## src/rtl/clock_divider.sv

```systemverilog
`default_nettype none
// ============================================================================
// clock_divider : 50%-duty integer clock divider with optional rising strobe
// Optional feature macro: CLOCK_DIVIDER_TICK_EN.
// Revision 1.0 : initial release
// ============================================================================
module clock_divider #(
    parameter int IN_HZ  = 50_000_000,
    parameter int OUT_HZ = 20
) (
    input  logic clk50,
    input  logic rst_n,
    output logic clk_div,
    output logic tick
);

    localparam int HALF = (OUT_HZ > 0) ? IN_HZ / (2 * OUT_HZ) : 0;
    localparam int CW   = ($clog2(HALF) > 1) ? $clog2(HALF) : 1;
    localparam logic [CW-1:0] LAST = CW'(HALF - 1);

    generate
        if (OUT_HZ <= 0 || IN_HZ < 2 * OUT_HZ) begin : g_bad_ratio
            $error("clock_divider: need OUT_HZ > 0 and IN_HZ >= 2*OUT_HZ");
        end
    endgenerate

    logic [CW-1:0] cnt;
    logic          wrap;

    assign wrap = (cnt == LAST);

    always_ff @(posedge clk50 or negedge rst_n) begin
        if (!rst_n) begin
            cnt     <= '0;
            clk_div <= 1'b0;
        end else if (wrap) begin
            cnt     <= '0;
            clk_div <= ~clk_div;
        end else begin
            cnt     <= cnt + 1'b1;
        end
    end

`ifdef CLOCK_DIVIDER_TICK_EN
    // A wrap while clk_div is low is exactly the edge on which it rises.
    always_ff @(posedge clk50 or negedge rst_n) begin
        if (!rst_n) begin
            tick <= 1'b0;
        end else begin
            tick <= wrap & ~clk_div;
        end
    end
`else
    assign tick = 1'b0;
`endif

endmodule
`default_nettype wire

```

## config.mk

```make
export PLATFORM = sky130hd
export DESIGN_NAME = clock_divider
export DESIGN_NICKNAME = d
export VERILOG_FILES = /design/src/rtl/clock_divider.sv
export SDC_FILE = /design/constraint.sdc
export NUM_CORES = 1
export LEC_CHECK = 0
export BUFFER_PORTS_ARGS = -buffer_cell sky130_fd_sc_hd__buf_4
export CAP_MARGIN = 20
export CORE_ASPECT_RATIO = 0.9
export CORE_MARGIN = 5
export CORE_UTILIZATION = 65
export CTS_BUF_LIST = sky130_fd_sc_hd__clkbuf_4 sky130_fd_sc_hd__clkbuf_8
export DETAILED_ROUTE_END_ITERATION = 16
export PLACE_DENSITY = 0.83
export SETUP_SLACK_MARGIN = 0.02
export SLEW_MARGIN = 40
export SYNTH_ARGS = -nofsm -noshare
export SYNTH_HDL_FRONTEND = slang
export SYNTH_SLANG_ARGS = --single-unit
```

## constraint.sdc

```tcl
create_clock -name clk50 -period 2.4 [get_ports clk50]
set_input_delay 0.12 -clock clk50 [delete_from_list [all_inputs] [get_ports clk50]]
set_output_delay 0.12 -clock clk50 [all_outputs]
set_load 0.02 [all_outputs]
```

==> summary.md <==
| Metric | Value |
|---|---|
| Antenna Violating Nets Remaining | 0 |
| Outcome | completed |
| Vias in the first global route | 713 |
| IO buf count | 2 |
| Met1 GRT Util | 23.4% |
| # fillers | 123 |
| GR peak layer | met2 |
| Max stage delay on crit path | 0.66 ns |
| RSZ-0062 raised after global routing | false |
| Post-Syn Instances | 102 |
| Rel. slew slack | 55.3% |
| First-pass GRT wire length | 3.22 mm |
| Buf/Inv on CP | 0 |
| Final WL | 1.82 mm |
| Die width | 54.1 µm |
| P_sw | 0.113 mW |
| Peak VDD IR | 0.332 mV |
| Max Fclk | 499 MHz |
| Area of the multi-input gates | 509 µm² |
| Initial drt markers | 11 |
| # IOs | 4 |
| Critical Path Slowest Stage Cell | nor4b_4 |
| Setup-failing EPs final | 0 |
| Avg WL per Cell | 14.4 µm |
| Initial Util | 68.3% |
| Hold Crit Class | in2async |
| DR pass1 iterations | 4 |
| DP HPWL | 1.34 mm |
| TNS Setup | 0 ns |
| Share of layout cells above drive strength 1 | 12.7% |
| Clock power frac | 34.1% |
| Req. time, crit path | 2.56 ns |
| Commonest non-fill, non-tap cell in the layout | dfrtp_1 |
| Initial antenna violation count | 0 |
| Final Hold Fails | 0 |
| Clock skew | 0.00545 ns |
| Count of cell types in the netlist | 28 |
| DIE AREA | 0.00269 mm² |
| Total grt overflow | 0 |
| Fin crit share | 83.5% |
| Syn_nets | 105 |
| Cts bufs inserted | 3 |
| PD cells | 499 mW/mm² |
| RD Place Congestion | 0.866 |
| P_leak | 0.522 nW |
| Reg clk slew, reported paths | 0.12 ns |
| Core Area | 0.00166 mm² |
| Flops & latches, synth | 22 |
| Int Power | 0.465 mW |
| Via/cell ratio | 5.78 |
| Worst setup EP type | register |
| Die H | 49.7 µm |
| Synthesized area per cell | 11.1 µm² |
| Crit path time final | 2.00 ns |
| Clock latency on the worst-skew pair | 0.30 ns |
| Register area share after synthesis | 48.5% |
| Root buffer cell | clkbuf_4 |
| Non-Filler Instances | 126 |
| Area Growth Syn to Fin | 1.98% |
| Met3 usage | 2.71% |
| Reg2Reg Depth | 5 |
| Via count | 728 |
| Sequential power share | 64.1% |
| CTS resizes | 0 |
| Setup crit start kind | register |
| FF+latch area | 551 µm² |
| Slew Limit Fails | 0 |
| Worst-path fanout max | 12 |
| Max cap viols | 0 |
| Drt drc | 0 |
| M2 GR Usage | 23.6% |
| Sink Count | 22 |
| Critical path class | reg2reg |
| Family with the most delay on the worst path | simple AND/OR/NAND/NOR gates |
| H-tree levels | 1 |
| CP cell instances | ha_1 > and3_1 > nand4_1 > nor4b_4 > nor3_1 |
| Commonest non-fill, non-tap cells in the layout | dfrtp_1 (22), nor2_1 (13), nand3_1 (9), xnor2_1 (9), xor2_1 (9) |
| Slew of the pin with the lowest slew margin | 0.668 ns |
| CP arrival | 2.17 ns |
| Clk buf depth | 2 |
| N_diodes | 0 |
| Nets | 106 |
| Synth warn | 0 |
| Comb power frac | 1.8% |
| Rows | 14 |
| Overall Global Routing Usage | 16.4% |
| Sw Ratio | 19.5% |
| TritonCTS clock tree | yes |
| Mapped Area | 0.00114 mm² |
| Largest net degree at the start of global routing | 23 |
| CP Depth | 5 |
| Inst Count DP | 121 |
cell usage after synthesis (all sizes together):
library cell  number  area [µm²]
a21oi              2        13.8
and3               2        12.5
and4               3        27.5
buf                7        68.8
conb               1        3.75
dfrtp             22         551
ha                 1        12.5
inv                2        7.51
nand2              3        18.8
nand3              9        45.0
nand4              8        50.1
nor2              13        48.8
nor2b              1        6.26
nor3               3        15.0
nor4               2        27.5
nor4b              3        47.5
o41ai              1        8.76
or4b               1        13.8
xnor2              9        78.8
xor2               9        78.8
cell families (layout without fill, tap and decap cells):
kind of cell             after synthesis  in the layout  synth area share [%]
other                                  1              1                 0.330
AND/OR/NAND/NOR                       48             48                  27.5
XOR/XNOR                              18             18                  13.9
adder cells (fa/ha/maj)                1              1                  1.10
AO/OA/AOI/OAI                          3              3                  1.98
buffers and inverters                  9              9                  6.72
flip-flops                            22             22                  48.5
cell type report:
type	count	area share, %
clock buffer	4	3.13
inverter	2	0.648
multi-input combinational	71	44.0
sequential	22	47.5
tap	24	2.59
timing repair buffer	3	2.16
layer usage:
layer | part of all wire (%) | vias to the layer above | routed length [µm]
li1 | - | 353 | -
met1 | 48 | 354 | 879
met2 | 46 | 15 | 834
met3 | 2.9 | 6 | 52
met4 | 2.8 | 0 | 51
met5 | 0 | - | 0
worst paths after layout:
kind / to / slack (ns) / from
setup reg to reg: cnt[20]$_DFF_PN0_ / 0.40 / cnt[0]$_DFF_PN0_
min in group clk50: clk_div$_DFFE_PN0N_ / 0.48 / clk_div$_DFFE_PN0N_
setup / recovery: cnt[20]$_DFF_PN0_ / 0.40 / cnt[0]$_DFF_PN0_
hold reg to reg: clk_div$_DFFE_PN0N_ / 0.48 / clk_div$_DFFE_PN0N_
hold / removal: cnt[11]$_DFF_PN0_ / 0.22 / rst_n
max in group asynchronous: cnt[16]$_DFF_PN0_ / 1.96 / rst_n
state kept, by name, summed over array words and instances (netlist names):
| register | flops |
|---|---|
| cnt | 21 |
| clk_div | 1 |
power groups by stage:
stage | registers, mW | clock network (mW) | logic, mW
after detailed placement | 0.378 | 0 | 0.00966
after global routing | 0.371 | 0.226 | 0.0125
after CTS | 0.371 | 0.204 | 0.0110
after global placement | 0.378 | 0 | 0.00968
after floorplan | 0.378 | 0 | 0.00260
final | 0.371 | 0.197 | 0.0104
worst reg2reg max path, cell delays in order (launching register included):
cell     delay, ns
dfrtp_1       0.40
ha_1          0.21
and3_1        0.29
nand4_1       0.18
nor4b_4       0.66
nor3_1        0.13
timing repair:
action | in CTS | in global routing
buffers inserted | 0 | 0
hold buffers | 1 | 0
endpoints found under the hold margin | 22 | 0
through the flow:
| stage | total power [mW] | instance area (µm²) | util, % | setup slack, ns | hold WS [ns] |
|---|---|---|---|---|---|
| CTS | 0.585 | 1160 | 69.6 | 0.377 | 0.222 |
| floorplan | 0.380 | 1140 | - | 0.782 | -0.176 |
| finish | 0.578 | 1160 | 69.6 | 0.397 | 0.222 |
| detailed placement | 0.387 | 1110 | 66.8 | 0.387 | 0.0189 |
| global route | 0.610 | 1160 | 69.6 | 0.245 | 0.235 |
| global placement | 0.387 | 1110 | 66.8 | 0.452 | 0.0197 |
Note: power is estimated with default switching activity, not from simulation.
